File: src/rtl/CPU_package.sv
`timescale 1ns/1ps
// CPU_package: shared CPU word width and ALU opcode encoding
package CPU_package;
   localparam int CPU_DATA_WIDTH = 16;
   typedef enum logic [3:0] {
      ALU_ADD = 4'h0,
      ALU_SUB = 4'h1,
      ALU_INC = 4'h2,
      ALU_DEC = 4'h3,
      ALU_SHL = 4'h4,
      ALU_SHR = 4'h5,
      ALU_MUL = 4'h6,
      ALU_DIV = 4'h7
   } enum_alu_opcode_t;
endpackage

File: src/rtl/arith_unit_mc.sv
`timescale 1ns/1ps
// arith_unit_mc: multi-cycle arithmetic unit with iterative MUL/DIV and valid/ready handshakes
// Ports: in_valid/in_ready + alu_opcode/in_a/in_b/input_carry in; out_valid/out_ready +
// arith_out (low word/quotient), arith_out_hi (MUL high/DIV remainder), arith_out_flag {div0,ovf,zero,carry}.
module arith_unit_mc
   import CPU_package::*;
#(
   parameter int DATA_WIDTH = CPU_DATA_WIDTH,
   localparam int CNT_W = $clog2(DATA_WIDTH + 1)
) (
   input  logic                  clk,
   input  logic                  rst_n,
   input  logic                  in_valid,
   output logic                  in_ready,
   input  enum_alu_opcode_t      alu_opcode,
   input  logic [DATA_WIDTH-1:0] in_a,
   input  logic [DATA_WIDTH-1:0] in_b,
   input  logic                  input_carry,
   output logic                  out_valid,
   input  logic                  out_ready,
   output logic [DATA_WIDTH-1:0] arith_out,
   output logic [DATA_WIDTH-1:0] arith_out_hi,
   output logic [3:0]            arith_out_flag
);
   localparam int W = DATA_WIDTH;
   typedef enum logic [1:0] {IDLE, MUL_RUN, DIV_RUN, DONE} state_t;
   state_t state_q, state_d;
   logic [CNT_W-1:0] cnt_q, cnt_d;
   logic [W-1:0] a_q, a_d, b_q, b_d, acc_hi_q, acc_hi_d, acc_lo_q, acc_lo_d;
   logic [W-1:0] res_lo_q, res_lo_d, res_hi_q, res_hi_d, step_hi, step_lo, sc_lo, sc_hi;
   logic [3:0] flag_q, flag_d;
   logic [W:0] add_s, sub_s, mul_s, div_t;
   logic accept, busy, sc_carry, sc_ovf, sc_div0;
   assign busy = state_q == MUL_RUN || state_q == DIV_RUN;
   assign accept = in_valid && in_ready;
   assign add_s = {1'b0, in_a} + {1'b0, in_b} + (W+1)'(input_carry);
   assign sub_s = {1'b0, in_a} - {1'b0, in_b} - (W+1)'(input_carry);
   // MUL: {acc_hi,acc_lo} holds partial product and remaining multiplier bits, shifted right each step
   assign mul_s = {1'b0, acc_hi_q} + {1'b0, (acc_lo_q[0] ? a_q : {W{1'b0}})};
   // DIV: acc_hi is the running remainder, acc_lo shifts dividend bits out and quotient bits in
   assign div_t = {acc_hi_q, acc_lo_q[W-1]} - {1'b0, b_q};
   assign step_hi = state_q == MUL_RUN ? mul_s[W:1] : (div_t[W] ? {acc_hi_q[W-2:0], acc_lo_q[W-1]} : div_t[W-1:0]);
   assign step_lo = state_q == MUL_RUN ? {mul_s[0], acc_lo_q[W-1:1]} : {acc_lo_q[W-2:0], ~div_t[W]};
   always_comb begin
      sc_lo = '0;
      sc_hi = '0;
      sc_carry = 1'b0;
      sc_ovf = 1'b0;
      sc_div0 = 1'b0;
      case (alu_opcode)
         ALU_ADD: begin
            {sc_carry, sc_lo} = add_s;
            sc_ovf = (in_a[W-1] == in_b[W-1]) && (add_s[W-1] != in_a[W-1]);
         end
         ALU_SUB: begin
            {sc_carry, sc_lo} = sub_s;
            sc_ovf = (in_a[W-1] != in_b[W-1]) && (sub_s[W-1] != in_a[W-1]);
         end
         ALU_INC: begin
            sc_lo = in_a + W'(1);
            sc_carry = &in_a;
            sc_ovf = in_a == {1'b0, {(W-1){1'b1}}};
         end
         ALU_DEC: begin
            sc_lo = in_a - W'(1);
            sc_carry = ~|in_a;
            sc_ovf = in_a == {1'b1, {(W-1){1'b0}}};
         end
         ALU_SHL: {sc_carry, sc_lo} = {in_a, input_carry};
         ALU_SHR: {sc_lo, sc_carry} = {input_carry, in_a};
         // only reached with a zero divisor; non-zero divisors take the iterative path
         ALU_DIV: begin
            sc_lo = '1;
            sc_hi = in_a;
            sc_div0 = 1'b1;
         end
         default: ;
      endcase
   end
   always_ff @(posedge clk or negedge rst_n) begin
      if (!rst_n) begin
         state_q <= IDLE;
         cnt_q <= '0;
         a_q <= '0;
         b_q <= '0;
         acc_hi_q <= '0;
         acc_lo_q <= '0;
         res_lo_q <= '0;
         res_hi_q <= '0;
         flag_q <= '0;
      end else begin
         state_q <= state_d;
         cnt_q <= cnt_d;
         a_q <= a_d;
         b_q <= b_d;
         acc_hi_q <= acc_hi_d;
         acc_lo_q <= acc_lo_d;
         res_lo_q <= res_lo_d;
         res_hi_q <= res_hi_d;
         flag_q <= flag_d;
      end
   end
   always_comb begin
      state_d = state_q;
      cnt_d = cnt_q;
      a_d = a_q;
      b_d = b_q;
      acc_hi_d = acc_hi_q;
      acc_lo_d = acc_lo_q;
      res_lo_d = res_lo_q;
      res_hi_d = res_hi_q;
      flag_d = flag_q;
      if (busy) begin
         acc_hi_d = step_hi;
         acc_lo_d = step_lo;
         cnt_d = cnt_q - CNT_W'(1);
         if (cnt_q == CNT_W'(1)) begin
            state_d = DONE;
            res_lo_d = step_lo;
            res_hi_d = step_hi;
            flag_d = state_q == MUL_RUN ? {2'b00, ~|{step_hi, step_lo}, |step_hi} : {2'b00, ~|step_lo, 1'b0};
         end
      end else if (accept) begin
         a_d = in_a;
         b_d = in_b;
         if (alu_opcode == ALU_MUL || (alu_opcode == ALU_DIV && |in_b)) begin
            state_d = alu_opcode == ALU_MUL ? MUL_RUN : DIV_RUN;
            cnt_d = CNT_W'(W);
            acc_hi_d = '0;
            acc_lo_d = alu_opcode == ALU_MUL ? in_b : in_a;
         end else begin
            state_d = DONE;
            res_lo_d = sc_lo;
            res_hi_d = sc_hi;
            flag_d = {sc_div0, sc_ovf, ~|sc_lo, sc_carry};
         end
      end else if (state_q == DONE && out_ready) begin
         state_d = IDLE;
      end
   end
   always_comb begin
      out_valid = state_q == DONE;
      in_ready = rst_n && (state_q == IDLE || (state_q == DONE && out_ready));
      arith_out = res_lo_q;
      arith_out_hi = res_hi_q;
      arith_out_flag = flag_q;
   end
endmodule

File: config.mk
export PLATFORM = sky130hd
export DESIGN_NAME = arith_unit_mc
export DESIGN_NICKNAME = d
export VERILOG_FILES = /design/src/rtl/CPU_package.sv /design/src/rtl/arith_unit_mc.sv
export SDC_FILE = /design/constraint.sdc
export NUM_CORES = 1
export LEC_CHECK = 0
export ABC_AREA = 1
export BUFFER_PORTS_ARGS = -buffer_cell sky130_fd_sc_hd__buf_4
export CORE_ASPECT_RATIO = 0.6
export CORE_MARGIN = 2
export CORE_UTILIZATION = 27
export CTS_CLUSTER_SIZE = 24
export DETAILED_ROUTE_END_ITERATION = 16
export MAX_ROUTING_LAYER = met4
export PLACE_DENSITY = 0.4
export SYNTH_ARGS = -nofsm -noshare
export SYNTH_HDL_FRONTEND = slang
export SYNTH_SLANG_ARGS = --single-unit
File: constraint.sdc
create_clock -name clk -period 7.15 [get_ports clk]
set_input_delay 0.3575 -clock clk [delete_from_list [all_inputs] [get_ports clk]]
set_output_delay 0.3575 -clock clk [all_outputs]
set_load 0.05 [all_outputs]
# Yosys cells after proc, flatten, opt, wreduce, memory -nomap -nowiden
# Cells that the tools add are included.
[word_totals]
wordCells = 106
in_bits = 41
register_bits = 107
out_inout_bits = 38
[op_classes]
bitwise = 2
mux = 38
eq_ne = 19
n_reduce_logical = 29
addsub = 9
[op_table]
columns = ["operator", "count"]
rows = [
  ["$mux W16", 20],
  ["$pmux W16 S7", 1],
  ["$reduce_or A16 Y1", 5],
  ["$add A16 B16 Y17", 2],
  ["$reduce_or A32 Y1", 1],
  ["$add A17 B1 Y17", 1],
  ["$sub A16 B16 Y17", 1],
  ["$sub A17 B1 Y17", 1],
  ["$sub A17 B16 Y17", 1],
  ["$add A16 B1 Y16 const B", 1],
  ["$eq A16 B15 Y1 const B", 1],
  ["$eq A16 B16 Y1 const B", 1],
  ["$eq A4 B3 Y1 const B", 4],
  ["$mux W4", 4],
  ["$reduce_and A16 Y1", 1],
  ["$sub A16 B1 Y16 const B", 1],
  ["$mux W5", 3],
  ["$mux W2", 7],
  ["$eq A4 B2 Y1 const B", 2],
  ["$logic_and A1 B1 Y1", 6],
  ["$pmux W1 S6", 1],
  ["$reduce_and A2 Y1", 3],
  ["$eq A5 B1 Y1 const B", 1],
  ["$sub A5 B1 Y5 const B", 1],
  ["other kinds (17)", 27],
]

# Longest topological paths before layout
# Gate-level depths: netlist of run 1.
[depth]
depth_word = 8
ltp_mapped = 26
mapped_depth_nobuf = 25

# Worst setup path before layout of run 1
# No wires, ideal clock.
[synth_timing]
kind = "reg2reg"
startpoint = "register state_q[0]"
endpoint = "register res_hi_q[13], in the netlist arith_out_hi[13]"
arrival_ps = 2704
stages_incl_launch_ff = 15
setup_slack_ps = 4368
setup_time_ps = 77
required_ps = 7073
path_buffers = 2
cell_sequence = "dfrtp_1 -> ha_1 -> nand2_1 -> inv_1 -> o21a_1 -> nand2_1 -> nor2_1 -> inv_2 -> nand2_1 -> nand2_1 -> inv_1 -> buf_2 -> buf_2 -> nor2_1 -> a21oi_1"
[synth_between]
elab_chain_len = 7
[synth_rtl]
columns = ["element", "line_no", "source"]
rows = [
  ["start, declared", "arith_unit_mc.sv:27", "state_t state_q, state_d;"],
  ["start signal, assigned", "arith_unit_mc.sv:92", "state_q <= state_d;"],
  ["$eq A2 B2 Y1", "--", ""],
  ["via out_valid", "arith_unit_mc.sv:19", "output logic out_valid,"],
  ["$logic_and A1 B1 Y1", "arith_unit_mc.sv:143", "in_ready = rst_n && (state_q == IDLE || (state_q == DONE && out_ready));"],
  ["$logic_or A1 B1 Y1", "arith_unit_mc.sv:143", ""],
  ["$logic_and A1 B1 Y1", "arith_unit_mc.sv:143", ""],
  ["via in_ready", "arith_unit_mc.sv:14", "output logic in_ready,"],
  ["$logic_and A1 B1 Y1", "arith_unit_mc.sv:35", "assign accept = in_valid && in_ready;"],
  ["$reduce_bool A2 Y1 (no line)", "--", ""],
  ["$reduce_and A3 Y1 (no line)", "--", ""],
  ["end signal, assigned", "arith_unit_mc.sv:99", "res_hi_q <= res_hi_d;"],
  ["end, declared", "arith_unit_mc.sv:30", "logic [W-1:0] res_lo_q, res_lo_d, res_hi_q, res_hi_d, step_hi, step_lo, sc_lo, sc_hi;"],
]
# The timed path passes the listed nets, and every way through them passes these cells. The select of a mux whose other input is x is not followed.
# A chain may end at the register's enable or synchronous reset.

# Final worst setup path of run 1
[layout_timing]
startpoint = "input port in_a[6]"
endpoint = "register flag_q[1], in the netlist arith_out_flag[1]"
[layout_between]
elab_chain_len = 8
[layout_rtl]
columns = ["element", "line_no", "source"]
rows = [
  ["start, declared", "arith_unit_mc.sv:16", "input logic [DATA_WIDTH-1:0] in_a,"],
  ["$sub A16 B16 Y17 or $add A16 B16 Y17 (tied branches)", "arith_unit_mc.sv:37, arith_unit_mc.sv:36", ""],
  ["$sub A17 B1 Y17 or $add A17 B1 Y17 (tied branches)", "arith_unit_mc.sv:37, arith_unit_mc.sv:36", ""],
  ["$pmux W16 S7 *", "arith_unit_mc.sv:50", "case (alu_opcode)"],
  ["$reduce_or A16 Y1 *", "arith_unit_mc.sv:135", "flag_d = {sc_div0, sc_ovf, ~|sc_lo, sc_carry};"],
  ["$logic_not A1 Y1 *", "arith_unit_mc.sv:135", ""],
  ["$mux W4 *", "arith_unit_mc.sv:126", "if (alu_opcode == ALU_MUL || (alu_opcode == ALU_DIV && |in_b)) begin"],
  ["$mux W4 *", "arith_unit_mc.sv:123", "end else if (accept) begin"],
  ["$mux W4 *", "arith_unit_mc.sv:113", "if (busy) begin"],
  ["end signal, assigned", "arith_unit_mc.sv:100", "flag_q <= flag_d;"],
  ["end, declared", "arith_unit_mc.sv:31", "logic [3:0] flag_q, flag_d;"],
]
# Every way passes the cells marked *; elsewhere a longest branch is shown, timed or not. The select of a mux whose other input is x is not followed.

==> results of run 1 <==
## per-layer routing
| metal | vias to the layer above | wire length (um) |
|---|---|---|
| li1 | 5752 | - |
| met1 | 5646 | 28520 |
| met2 | 467 | 17140 |
| met3 | 22 | 4345 |
| met4 | 0 | 405 |
| met5 | - | 0 |
## synthesized netlist by cell type, drive strengths merged, types with 3 or more instances
| master | n |
|---|---|
| nand2 | 541 |
| inv | 236 |
| nor2 | 147 |
| nand3 | 146 |
| o21ai | 141 |
| a21oi | 109 |
| dfrtp | 107 |
| ha | 83 |
| clkbuf | 34 |
| nand4 | 21 |
| buf | 17 |
| a31oi | 16 |
| o221ai | 15 |
| or2 | 15 |
| nand3b | 14 |
| nor3 | 13 |
| xor2 | 13 |
| nor4 | 9 |
| a221oi | 6 |
| clkinv | 6 |
| fa | 6 |
| and2 | 5 |
| o211ai | 4 |
| xnor2 | 4 |
| a21o | 3 |
## path summary, 6_finish.rpt
path / from / endpoint / slack (ns) / cells after the start
worst max-delay path: in_a[6] / arith_out_flag[1]$_DFFE_PN0P_ / 3.45 / 16
worst min-delay path: rst_n / arith_out_hi[2]$_DFFE_PN0P_ / -0.006 / 1
worst max register to register: acc_lo_q[0]$_DFFE_PN0P_ / arith_out_flag[1]$_DFFE_PN0P_ / 3.60 / 21
worst min register to register: a_q[10]$_DFFE_PN0P_ / a_q[10]$_DFFE_PN0P_ / 0.49 / 2
max in group asynchronous: rst_n / a_q[12]$_DFFE_PN0P_ / 5.82 / 2
min in group clk: in_b[4] / b_q[4]$_DFFE_PN0P_ / 0.27 / 3
## critical path, delay by kind of cell
kind            cells  cell delay [ns]
compound gates      4             1.36
fa+ha+maj           2             0.93
simple gates        7             0.82
buf+inv             3             0.55
## logic make-up (layout without fill, tap and decap cells)
| logic type | Yosys count | after routing | share of synthesized area [%] |
|---|---|---|---|
| AO/OA/AOI/OAI | 313 | 313 | 16.21 |
| AND/OR/NAND/NOR | 913 | 913 | 36.33 |
| adder cells (fa/ha/maj) | 89 | 89 | 10.71 |
| buffers and inverters | 293 | 346 | 10.61 |
| flip-flops | 107 | 107 | 24.76 |
| XOR/XNOR | 17 | 17 | 1.377 |
| other | 0 | 1 | 0 |
## layout by cell type (no fill, tap or decap), drive strengths merged, types with 2 or more instances in the layout
| master | instances |
|---|---|
| nor2 | 147 |
| clkinvlp | 2 |
| a41oi | 2 |
| fa | 6 |
| o221ai | 15 |
| o21a | 2 |
| a211oi | 2 |
| clkinv | 6 |
| a31oi | 16 |
| xor2 | 13 |
| o21bai | 2 |
| nand4 | 21 |
| nand2 | 541 |
| clkbuf | 11 |
| and2 | 5 |
| xnor2 | 4 |
| inv | 239 |
| o22ai | 2 |
| a21oi | 109 |
| buf | 88 |
| o31ai | 2 |
| ha | 83 |
| a22oi | 2 |
| nor4 | 9 |
| nor3 | 13 |
| nand3b | 14 |
| dfrtp | 107 |
| o2111ai | 2 |
| o211ai | 4 |
| or2 | 15 |
| nand3 | 146 |
| a221oi | 6 |
| o21ai | 141 |
| a21o | 3 |
## report_power, final
part	internal [uW]	switching, uW	leakage [uW]	total [uW]
clock network	261	265	0.000141	527
registers	915	237	0.00128	1150
logic	1190	2840	0.00496	4030
## through the flow
step	total power, uW	util [%]	worst slack [ns]	std cells	hold WS [ns]
6_report	5711	31.01	3.447	2308	-0.006259
5_1_grt	6225	31.01	3.225	2307	0.03240
4_1_cts	5698	31.01	3.577	2307	0.01878
3_5_place_dp	5148	30.25	3.209	2291	0.4242
3_3_place_gp	5168	30.25	3.108	2291	0.4164
2_1_floorplan	3817	-	4.368	1732	0.06191
## sequential cells by signal, summed over array words and instances (netlist names)
signal and flops:
cnt_q 5, b_q 16, arith_out 16, arith_out_flag 4
arith_out_hi 16, state_q 2, acc_hi_q 16, acc_lo_q 16
a_q 16
## layout make-up
type / instances / area share, %
Antenna cell: 1 / 0.02053
Clock buffer: 11 / 2.073
Clock inverter: 5 / 0.3592
Inverter: 242 / 7.452
Multi-Input combinational cell: 1332 / 57.35
Sequential cell: 107 / 21.96
Tap cell: 522 / 5.358
Timing Repair Buffer: 88 / 5.419
==> impl_summary.log, run 1 <==
INFO  metric cp_cell_sequence = buf_4 > clkinv_1 > ha_1 > inv_1 > ha_1 > a21oi_1 > o21ai_0 > a31oi_1 > nand3_1 > a31oi_1 > nand3_1 > nor2_1 > nand3_1 > nand2_1 > nand2_1 > nand2_1
INFO  metric drtPass1Iterations = 6
INFO  metric finalSetupViolations = 0
INFO  metric endpoint_kind = register
INFO  metric globalRouteMet2Util = 28.18%
INFO  metric fill_cell_count = 4474
INFO  metric worst_path_max_delay_cell = sky130_fd_sc_hd__ha_1
INFO  metric detail-route-antenna-nets = 0
INFO  metric worstSetupStartpointType = input pin
INFO  metric hold_class = in2async
INFO  metric antenna_found_initial = 1
INFO  metric power.density_cell_area = 468.5 nW/um2
INFO  metric number_of_library_cell_types_mapped_by_synthesis = 50
INFO  metric detailedRoute.firstIterationViolations = 1367
INFO  metric worst_pin_slew = 1.191 ns
INFO  metric cts_made_buffers = 9
INFO  metric clk-insertion-delay-late = 0.38 ns
INFO  metric stdcell_area = 12190 um2
INFO  metric cp_data_arrival_time = 4.01 ns
INFO  metric count_of_flip_flops_with_a_built_in_enable_after_synthesis = 0
INFO  metric core_region_area = 39310 um2
INFO  metric synth_area = 10810 um2
INFO  metric routabilityCongestion = 0.9724
INFO  metric drive_above_1_share = 8.964%
INFO  metric timing.max_cap.violations = 0
INFO  metric netlist.top_cell.by_area = sky130_fd_sc_hd__dfrtp_1
INFO  metric rsz0062_at_grt = no
INFO  metric final.setup_skew = 0.009325 ns
INFO  metric htree_levels = 3
INFO  metric postSynthCellCount = 1732
INFO  metric post_cts_resized = 0
INFO  metric final.period_utilization = 51.79%
INFO  metric placement_rows = 56
INFO  metric synth_fp_nets = 1862
INFO  metric maxSlewHeadroom = 20.31%
INFO  metric clkSlewWorstSetupHoldPaths = 0.08 ns
INFO  metric sequential_cell_area = 2678 um2
INFO  metric syn_area_per_cell = 6.244 um2
INFO  metric cp_slowest_stage_delay = 0.55 ns
INFO  metric post_cts.repair.setup_buffers = 0
INFO  metric num_vias = 11.89k
INFO  metric top_level_ports = 79
INFO  metric p_leak = 0.006382 uW
INFO  metric fp.dieH = 159.0 um
INFO  metric yosys.area.top_type_share = 24.76%
INFO  metric clock_tree.buffer_depth = 2
INFO  metric drcViolationCount = 0
INFO  metric start_util = 27.51%
INFO  metric grt_start_max_net_pins = 65
INFO  metric io_port_bufs = 78
INFO  metric cts.hold.buffers_added = 0
INFO  metric die_area = 41720 um2
INFO  metric timing.critical_path.fanout_max = 8
INFO  metric ys_ff_latch = 107
INFO  metric area_delta_synth_final = 12.73%
INFO  metric final.setup.tns = 0 ns
INFO  metric fmax = 270.1 MHz
INFO  metric predominant_post_synthesis_flop_cell = sky130_fd_sc_hd__dfrtp_1
INFO  metric fin_nets = 1910
INFO  metric synth.yosys.warnings = 0
INFO  metric async_reset_ff_share = 100.0%
INFO  metric status = finished, violations left
INFO  metric area_taken_by_multi_input_logic_gates = 6992 um2
INFO  metric holdWs = -0.006259 ns
INFO  metric root_buffer = sky130_fd_sc_hd__clkbuf_16
INFO  metric drt-wirelength-per-cell = 21.84 um
INFO  metric post_synth_main_area_contributors = sky130_fd_sc_hd__dfrtp_1 (25%), sky130_fd_sc_hd__nand2_1 (18%), sky130_fd_sc_hd__ha_1 (9.6%), sky130_fd_sc_hd__inv_1 (7.9%), sky130_fd_sc_hd__nand3_1 (6.7%)
INFO  metric worst-endpoint-required = 7.46 ns
INFO  metric grt_util_all_layers = 24.59%
INFO  metric die_x_extent = 262.4 um
INFO  metric ir_worst_vdd = 0.2461 mV
INFO  metric dpl.hpwl = 41680 um
INFO  metric grt_pass1_vias = 10.75k
INFO  metric use_met3 = 5.073%
INFO  metric slew_violations = 0
INFO  metric vias_per_cell = 5.150
INFO  metric globalRouteOverflowTotal = 0
INFO  metric hold_violations = 6
INFO  metric cts.sink_count = 107
INFO  metric gr-usage-met1 = 41.58%
INFO  metric postPlaceCellArea = 11890 um2
INFO  metric routed_wl = 50410 um
INFO  metric seq_area_frac_synth = 24.76%
INFO  metric failing_checks = negative hold slack
INFO  metric fin_crit = 3.703 ns
INFO  metric grt_first_pass_wirelength = 74050 um
INFO  metric worst-setup-path-type = in2reg
INFO  metric busiest_layer = met1
INFO  metric tritoncts = yes
(Power assumes the default switching activity.)
==> run 2: changes to the inputs <==
--- a/config.mk
+++ b/config.mk
@@ -5,7 +5,7 @@
 export SDC_FILE = /design/constraint.sdc
 export NUM_CORES = 1
 export LEC_CHECK = 0
-export ABC_AREA = 1
+export ABC_AREA = 0
 export BUFFER_PORTS_ARGS = -buffer_cell sky130_fd_sc_hd__buf_4
 export CORE_ASPECT_RATIO = 0.6
 export CORE_MARGIN = 2
@@ -13,7 +13,7 @@
 export CTS_CLUSTER_SIZE = 24
 export DETAILED_ROUTE_END_ITERATION = 16
 export MAX_ROUTING_LAYER = met4
-export PLACE_DENSITY = 0.4
+export PLACE_DENSITY = 0.42
 export SYNTH_ARGS = -nofsm -noshare
 export SYNTH_HDL_FRONTEND = slang
 export SYNTH_SLANG_ARGS = --single-unit
==> constraint.sdc (replaced) <==
create_clock -name clk -period 3 [get_ports clk]
set_input_delay 0.15 -clock clk [delete_from_list [all_inputs] [get_ports clk]]
set_output_delay 0.15 -clock clk [all_outputs]
set_load 0.05 [all_outputs]
==> impl_summary.log, run 2 <==
INFO  metric status = finished, violations left (unchanged)
INFO  metric failing_checks = negative setup slack (was negative hold slack)
INFO  metric hold_class = in2reg (was in2async)
INFO  metric worst-endpoint-required = 3.26 ns (was 7.46 ns)
INFO  metric sequential_cell_area = 2679 um2 (was 2678 um2)
INFO  metric synth_fp_nets = 1451 (was 1862)
INFO  metric placedCellCount = 2215 (was 2291)
INFO  metric drtPass1Iterations = 5 (was 6)
INFO  metric top_level_ports = 79 (unchanged)
INFO  metric grt_first_pass_wirelength = 72910 um (was 74050 um)
INFO  metric worst_path_most_repeated_cell = sky130_fd_sc_hd__inv_2
INFO  metric finalSetupViolations = 25 (was 0)
INFO  metric yosys.area.top_type_share = 26.01% (was 24.76%)
INFO  metric syn_area_per_cell = 7.793 um2 (was 6.244 um2)
INFO  metric fin_nets = 1867 (was 1910)
INFO  metric cts.sink_count = 107 (unchanged)
INFO  metric netlist.top_cell.by_area = sky130_fd_sc_hd__dfrtp_1 (unchanged)
INFO  metric die_x_extent = 256.1 um (was 262.4 um)
INFO  metric tritoncts = yes (unchanged)
INFO  metric detail-route-antenna-nets = 0 (unchanged)
INFO  metric cts_made_buffers = 9 (unchanged)
INFO  metric worst-r2r-cell-count = 14 (was 21)
INFO  metric globalRouteOverflowTotal = 0 (unchanged)
INFO  metric predominant_post_synthesis_flop_cell = sky130_fd_sc_hd__dfrtp_1 (unchanged)
INFO  metric critPathBufInv = 2 (was 3)
INFO  metric dp_slack = -0.8595 ns (was 3.209 ns)
INFO  metric count_of_flip_flops_with_a_built_in_enable_after_synthesis = 0 (unchanged)
INFO  metric antenna_found_initial = 0 (was 1)
INFO  metric clk-insertion-delay-late = 0.38 ns (about the same)
INFO  metric drive_above_1_share = 36.57% (was 8.964%)
INFO  metric area_taken_by_multi_input_logic_gates = 7993 um2 (was 6992 um2)
INFO  metric fmax = 270.9 MHz
INFO  metric cp_data_arrival_time = 3.95 ns (was 4.01 ns)
INFO  metric post_synth_main_area_contributors = sky130_fd_sc_hd__dfrtp_1 (26%), sky130_fd_sc_hd__ha_1 (10%), sky130_fd_sc_hd__a21oi_1 (5.7%), sky130_fd_sc_hd__mux2i_1 (5.2%), sky130_fd_sc_hd__nand2_1 (5.0%) (was sky130_fd_sc_hd__dfrtp_1 (25%), sky130_fd_sc_hd__nand2_1 (18%), sky130_fd_sc_hd__ha_1 (9.6%), sky130_fd_sc_hd__inv_1 (7.9%), sky130_fd_sc_hd__nand3_1 (6.7%))
INFO  metric rsz0062_at_grt = yes (was no)
INFO  metric ys_ff_latch = 107 (unchanged)
INFO  metric worstSetupStartpointType = register (was input pin)
INFO  metric synth.most_common_cell = sky130_fd_sc_hd__nand2_1 (unchanged)
INFO  metric fp.dieH = 155.3 um (was 159.0 um)
INFO  metric final.period_utilization = 123.1%
INFO  metric postSynthCellCount = 1321 (was 1732)
INFO  metric drcViolationCount = 0 (unchanged)
INFO  metric cp_slowest_stage_delay = 0.58 ns (was 0.55 ns)
INFO  metric core_region_area = 37640 um2 (was 39310 um2)
INFO  metric worst-setup-path-type = reg2reg (was in2reg)
INFO  metric hold_violations = 0 (was 6)
INFO  metric slew_violations = 0 (unchanged)
INFO  metric final.setup_skew = 0.01146 ns (was 0.009325 ns)
INFO  metric timing.max_cap.violations = 0 (unchanged)
INFO  metric crit_path_depth = 14 (was 16)
INFO  metric root_buffer = sky130_fd_sc_hd__clkbuf_16 (unchanged)
INFO  metric worst_pin_slew = 0.9872 ns (was 1.191 ns)
INFO  metric dpl.hpwl = 39470 um (was 41680 um)
INFO  metric synth.yosys.warnings = 0 (unchanged)
INFO  metric vias_per_cell = 5.225 (was 5.150)
INFO  metric placement_rows = 55 (was 56)
INFO  metric routabilityCongestion = 0.9531 (was 0.9724)
INFO  metric detailedRoute.firstIterationViolations = 1120 (was 1367)
INFO  metric start_util = 27.35% (was 27.51%)
INFO  metric endpoint_kind = register (unchanged)
INFO  metric clock_tree.buffer_depth = 2 (unchanged)
INFO  metric drt-wirelength-per-cell = 21.72 um (was 21.84 um)
INFO  metric grt_util_all_layers = 25.13% (was 24.59%)
INFO  metric critical_path.top_delay_family = compound AO/OA/AOI/OAI gates (unchanged)
INFO  metric num_vias = 11.79k (was 11.89k)
INFO  metric worst_path_max_delay_cell = sky130_fd_sc_hd__or4_4 (was sky130_fd_sc_hd__ha_1)
INFO  metric area_delta_synth_final = 52.60% (was 12.73%)
INFO  metric grt_start_max_net_pins = 54 (was 65)
INFO  metric ir_worst_vdd = 0.7422 mV (was 0.2461 mV)
INFO  metric htree_levels = 3 (unchanged)
INFO  metric p_leak = 0.007092 uW (was 0.006382 uW)
INFO  metric timing.critical_path.fanout_max = 5 (was 8)
INFO  metric seq_area_frac_synth = 26.01% (was 24.76%)
INFO  metric synth_area = 10290 um2 (was 10810 um2)
INFO  metric yosys-top-cells-count = sky130_fd_sc_hd__nand2_1 (136), sky130_fd_sc_hd__a21oi_1 (118), sky130_fd_sc_hd__nor2_1 (116) (was sky130_fd_sc_hd__nand2_1 (519), sky130_fd_sc_hd__inv_1 (228), sky130_fd_sc_hd__nand3_1 (144))
INFO  metric async_reset_ff_share = 100.0% (unchanged)
INFO  metric maxSlewHeadroom = 34.04% (was 20.31%)
INFO  metric grt_pass1_vias = 11.35k (was 10.75k)
INFO  metric final_common_cell = sky130_fd_sc_hd__buf_4 (was sky130_fd_sc_hd__nand2_1)
INFO  metric mostFrequentLayoutCells = sky130_fd_sc_hd__buf_4 (430), sky130_fd_sc_hd__nand2_1 (133), sky130_fd_sc_hd__nor2_1 (107) (was sky130_fd_sc_hd__nand2_1 (519), sky130_fd_sc_hd__inv_1 (227), sky130_fd_sc_hd__nand3_1 (144))
INFO  metric fin_crit = 3.692 ns
INFO  metric instances_no_fill = 2256 (was 2308)
INFO  metric power.density_cell_area = 1239 nW/um2 (was 468.5 nW/um2)
INFO  metric number_of_library_cell_types_mapped_by_synthesis = 75 (was 50)
INFO  metric worstHoldPathCells = 3
INFO  metric cp_cell_sequence = inv_2 > ha_4 > inv_2 > fa_2 > a211oi_2 > o21ai_4 > o211ai_4 > a211oi_4 > o211ai_2 > nand3_1 > or4_4 > or4_1 > o311ai_2 > a31oi_1 (was buf_4 > clkinv_1 > ha_1 > inv_1 > ha_1 > a21oi_1 > o21ai_0 > a31oi_1 > nand3_1 > a31oi_1 > nand3_1 > nor2_1 > nand3_1 > nand2_1 > nand2_1 > nand2_1)
INFO  metric clkSlewWorstSetupHoldPaths = 0.08 ns (about the same)
INFO  metric fill_cell_count = 3897 (was 4474)
INFO  metric die_area = 39760 um2 (was 41720 um2)
INFO  metric setup_ws_post_layout = -0.6918 ns (was 3.447 ns)
INFO  metric io_port_bufs = 78 (unchanged)
INFO  metric routed_wl = 49000 um (was 50410 um)
run 2: cell types whose count changed after synthesis, sizes merged, moves of 35 or more:
cell and delta:
inv -156, xnor2 +35, nand3 -113, nand2 -405
mux2i +53, o21ai -37
run 2: path summary, 6_finish.rpt:
path                                           from                            end  slack (ns)
max                        acc_lo_q[15]$_DFFE_PN0P_  arith_out_flag[0]$_DFFE_PN0P_       -0.69
min in group asynchronous                     rst_n   arith_out_hi[14]$_DFFE_PN0P_        0.18
min                                        in_b[11]            b_q[11]$_DFFE_PN0P_        0.07
max reg2reg                acc_lo_q[15]$_DFFE_PN0P_  arith_out_flag[0]$_DFFE_PN0P_       -0.69
max in group asynchronous                     rst_n             a_q[3]$_DFFE_PN0P_        1.79
min reg2reg                      a_q[2]$_DFFE_PN0P_             a_q[2]$_DFFE_PN0P_        0.48
run 2: what timing repair did:
item / 4_1_cts / 5_1_grt
endpoints found under the setup margin: 34 / 37
pin swaps: 35 / 40
cloned: 0 / 0
hold buffers: 1 / 0
resized for setup: 138 / 67
buffers inserted: 25 / 8
hold endpoints to repair: 12 / 0
run 2: kinds of logic after synthesis:
logic type | count (synthesis) | share of synthesized area, %
compound gates | 404 | 25.52
xor+xnor | 53 | 4.509
fa+ha+maj | 89 | 11.25
buf+inv | 152 | 5.554
flops | 107 | 26.01
mux | 56 | 5.481
simple gates | 460 | 21.67
run 2: power by group:
group          leakage [uW]  internal, uW  switching [uW]  total, uW
registers           0.00129          2160             458       2620
clock network      0.000142           604             653       1260
logic               0.00566          7090            8490      15600
total               0.00709          9860            9610      19500
run 2: layout make-up:
cell class | instances | share of cell area, %
Antenna cell | 1 | 0.01593
Clock buffer | 10 | 1.521
Clock inverter | 6 | 0.3425
Inverter | 82 | 1.959
Multi-Input combinational cell | 1062 | 50.88
Sequential cell | 107 | 17.05
Tap cell | 513 | 4.086
Timing Repair Buffer | 475 | 24.15
run 2: routing by layer:
layer	GRT usage [%]	wire length, um	vias to the layer above
met2	31.84	18180	384
li1	-	-	5646
met1	40.06	26580	5736
met4	2.590	240	0
met5	-	0	-
met3	5.621	3998	22
run 2: per-stage QoR:
| stage | hold WS (ns) | utilization, % | power, uW | cell area, um2 | setup TNS [ns] |
|---|---|---|---|---|---|
| 2_1_floorplan | -0.1456 | - | 9037 | 10460 | -0.9501 |
| 3_3_place_gp | 0.03990 | 37.99 | 15110 | 14300 | -11.51 |
| 3_5_place_dp | 0.04105 | 37.99 | 15160 | 14300 | -13.04 |
| 4_1_cts | 0.05815 | 40.80 | 18340 | 15360 | -3.049 |
| 5_1_grt | 0.07683 | 41.73 | 20680 | 15710 | -8.321 |
| 6_report | 0.07213 | 41.74 | 19470 | 15710 | -4.158 |
run 2: worst reg2reg max path, stage by stage (launching register included):
cell and delay, ns:
sky130_fd_sc_hd__dfrtp_1 0.39, sky130_fd_sc_hd__inv_2 0.08, sky130_fd_sc_hd__ha_4 0.13, sky130_fd_sc_hd__inv_2 0.03, sky130_fd_sc_hd__fa_2 0.34, sky130_fd_sc_hd__a211oi_2 0.26, sky130_fd_sc_hd__o21ai_4 0.10, sky130_fd_sc_hd__o211ai_4 0.32
sky130_fd_sc_hd__a211oi_4 0.14, sky130_fd_sc_hd__o211ai_2 0.17, sky130_fd_sc_hd__nand3_1 0.15, sky130_fd_sc_hd__or4_4 0.58, sky130_fd_sc_hd__or4_1 0.51, sky130_fd_sc_hd__o311ai_2 0.24, sky130_fd_sc_hd__a31oi_1 0.13
==> run 3: changes to the inputs <==
--- a/config.mk
+++ b/config.mk
@@ -9,11 +9,12 @@
 export BUFFER_PORTS_ARGS = -buffer_cell sky130_fd_sc_hd__buf_4
 export CORE_ASPECT_RATIO = 0.6
 export CORE_MARGIN = 2
-export CORE_UTILIZATION = 27
+export CORE_UTILIZATION = 29
 export CTS_CLUSTER_SIZE = 24
 export DETAILED_ROUTE_END_ITERATION = 16
 export MAX_ROUTING_LAYER = met4
-export PLACE_DENSITY = 0.42
+export PLACE_DENSITY = 0.44
+export RECOVER_POWER = 25
 export SYNTH_ARGS = -nofsm -noshare
 export SYNTH_HDL_FRONTEND = slang
 export SYNTH_SLANG_ARGS = --single-unit
==> impl_summary.log, run 3 (synthesis results as in run 2) <==
INFO  metric status = finished, violations left (unchanged)
INFO  metric failing_checks = max-capacitance violations, max-slew violations, negative setup slack (was negative setup slack)
INFO  metric worst-endpoint-required = 3.26 ns (about the same)
INFO  metric start_util = 29.40% (was 27.35%)
INFO  metric grt_pass1_vias = 11.08k (was 11.35k)
INFO  metric grt_first_pass_wirelength = 70730 um (was 72910 um)
INFO  metric grt_start_max_net_pins = 59 (was 54)
INFO  metric fp.dieH = 149.9 um (was 155.3 um)
INFO  metric grt_util_all_layers = 26.48% (was 25.13%)
INFO  metric setup_ws_post_layout = -0.6775 ns (was -0.6918 ns)
INFO  metric finalSetupViolations = 27 (was 25)
INFO  metric worst-setup-path-type = reg2reg (unchanged)
INFO  metric diodes = 0 (was 1)
INFO  metric htree_levels = 3 (unchanged)
INFO  metric antenna_found_initial = 0 (unchanged)
INFO  metric top_level_ports = 79 (unchanged)
INFO  metric clk-insertion-delay-late = 0.38 ns (about the same)
INFO  metric globalRouteOverflowTotal = 0 (unchanged)
INFO  metric final.setup_skew = 0.01152 ns (was 0.01146 ns)
INFO  metric timing.max_cap.violations = 1 (was 0)
INFO  metric num_vias = 11.73k (was 11.79k)
INFO  metric cp_data_arrival_time = 3.94 ns (was 3.95 ns)
INFO  metric instances_no_fill = 2197 (was 2256)
INFO  metric final_common_cell = sky130_fd_sc_hd__buf_4 (unchanged)
INFO  metric routed_wl = 47760 um (was 49000 um)
INFO  metric worst_pin_slew = 1.580 ns (was 0.9872 ns)
INFO  metric placement_rows = 53 (was 55)
INFO  metric clkSlewWorstSetupHoldPaths = 0.08 ns (about the same)
INFO  metric fmax = 271.9 MHz (was 270.9 MHz)
INFO  metric drtPass1Iterations = 5 (unchanged)
INFO  metric drt-wirelength-per-cell = 21.74 um (was 21.72 um)
INFO  metric mostFrequentLayoutCells = sky130_fd_sc_hd__buf_4 (436), sky130_fd_sc_hd__nand2_1 (133), sky130_fd_sc_hd__nor2_1 (108) (was sky130_fd_sc_hd__buf_4 (430), sky130_fd_sc_hd__nand2_1 (133), sky130_fd_sc_hd__nor2_1 (107))
INFO  metric drcViolationCount = 0 (unchanged)
INFO  metric root_buffer = sky130_fd_sc_hd__clkbuf_16 (unchanged)
INFO  metric io_port_bufs = 78 (unchanged)
INFO  metric rsz0062_at_grt = yes (unchanged)
INFO  metric placedCellCount = 2160 (was 2215)
INFO  metric hold_class = in2reg (unchanged)
INFO  metric hold_violations = 0 (unchanged)
INFO  metric die_area = 37070 um2 (was 39760 um2)
INFO  metric dpl.hpwl = 38210 um (was 39470 um)
INFO  metric cts.sink_count = 107 (unchanged)
INFO  metric drive_above_1_share = 35.43% (was 36.57%)
INFO  metric area_delta_synth_final = 48.33% (was 52.60%)
INFO  metric routabilityCongestion = 0.9606 (was 0.9531)
INFO  metric dp_slack = -0.8470 ns (was -0.8595 ns)
INFO  metric core_region_area = 35010 um2 (was 37640 um2)
INFO  metric die_x_extent = 247.2 um (was 256.1 um)
INFO  metric tritoncts = yes (unchanged)
INFO  metric vias_per_cell = 5.340 (was 5.225)
INFO  metric power.total = 18370 uW (was 19470 uW)
INFO  metric slew_violations = 57 (was 0)
INFO  metric power.density_cell_area = 1203 nW/um2 (was 1239 nW/um2)
INFO  metric detailedRoute.firstIterationViolations = 1116 (was 1120)
INFO  metric cts_made_buffers = 9 (unchanged)
INFO  metric detail-route-antenna-nets = 0 (unchanged)
INFO  metric fin_crit = 3.678 ns (was 3.692 ns)
INFO  metric worstSetupStartpointType = register (unchanged)
INFO  metric final.period_utilization = 122.6% (was 123.1%)
INFO  metric clock_tree.buffer_depth = 2 (unchanged)
INFO  metric maxSlewHeadroom = -5.358% (was 34.04%)
INFO  metric endpoint_kind = register (unchanged)
INFO  metric p_leak = 0.006986 uW (was 0.007092 uW)
INFO  metric fin_nets = 1855 (was 1867)
INFO  metric timing.critical_path.fanout_max = 5 (unchanged)
INFO  metric ir_worst_vdd = 0.7702 mV (was 0.7422 mV)
run 3: power by group:
group          internal, uW  total, uW  leakage [uW]  switching, uW
Sequential             2160       2640       0.00129            478
Combinational          6490      14500       0.00556           8010
Clock                   583       1230      0.000137            650
run 3: area by class of cell:
class                      instances  area, um2
clock buffer                      10      229.0
clock inverter                     6      56.30
fill                            3580      19740
inverter                          82      307.8
multi-input combinational       1062       7795
sequential                       107       2678
tap                              467      584.3
timing repair buffer             463       3621
run 3: worst paths after layout:
| check | startpoint | end | slack [ns] | cells after the start |
|---|---|---|---|---|
| setup / recovery | acc_lo_q[15]$_DFFE_PN0P_ | arith_out_flag[0]$_DFFE_PN0P_ | -0.68 | 14 |
| hold / removal | in_b[14] | b_q[14]$_DFFE_PN0P_ | 0.08 | 3 |
| setup reg to reg | acc_lo_q[15]$_DFFE_PN0P_ | arith_out_flag[0]$_DFFE_PN0P_ | -0.68 | 14 |
| hold reg to reg | a_q[4]$_DFFE_PN0P_ | a_q[4]$_DFFE_PN0P_ | 0.48 | 2 |
| max in group asynchronous | rst_n | state_q[1]$_DFFE_PN0P_ | 1.40 | 2 |
| min in group asynchronous | rst_n | b_q[11]$_DFFE_PN0P_ | 0.58 | 2 |
run 3: critical path: stages (launching register included):
cell and delay (ns):
sky130_fd_sc_hd__dfrtp_1 0.39, sky130_fd_sc_hd__inv_2 0.08, sky130_fd_sc_hd__ha_4 0.13, sky130_fd_sc_hd__inv_2 0.03
sky130_fd_sc_hd__fa_2 0.36, sky130_fd_sc_hd__a211oi_4 0.25, sky130_fd_sc_hd__o21ai_4 0.10, sky130_fd_sc_hd__o211ai_4 0.28
sky130_fd_sc_hd__a211oi_4 0.13, sky130_fd_sc_hd__o211ai_1 0.30, sky130_fd_sc_hd__nand3_2 0.17, sky130_fd_sc_hd__or4_4 0.53
sky130_fd_sc_hd__or4_4 0.47, sky130_fd_sc_hd__o311ai_4 0.23, sky130_fd_sc_hd__a31oi_1 0.11
run 3: per-layer routing:
layer	up-vias	routed length, um	track usage, %
met5	-	0	-
met4	0	626	3.862
li1	5621	-	-
met3	37	4116	6.636
met1	5610	25480	41.99
met2	465	17540	32.82
run 3: through the flow:
step | hold WS (ns) | TNS (ns) | instance area [um2] | utilization [%]
4_1_cts | 0.02049 | -2.704 | 14880 | 42.49
3_5_place_dp | 0.4272 | -13.37 | 14170 | 40.48
5_1_grt | 0.08998 | -7.358 | 15270 | 43.61
2_1_floorplan | -0.1456 | -0.9501 | 10460 | -
6_report | 0.07980 | -4.533 | 15270 | 43.61
3_3_place_gp | 0.4337 | -10.96 | 14170 | 40.48
run 3: repair_timing:
action,4_1_cts,5_1_grt
pin swaps,29,34
endpoints found under the setup margin,36,39
gates resized for setup,75,76
hold buffers,0,0
buffers inserted,11,11
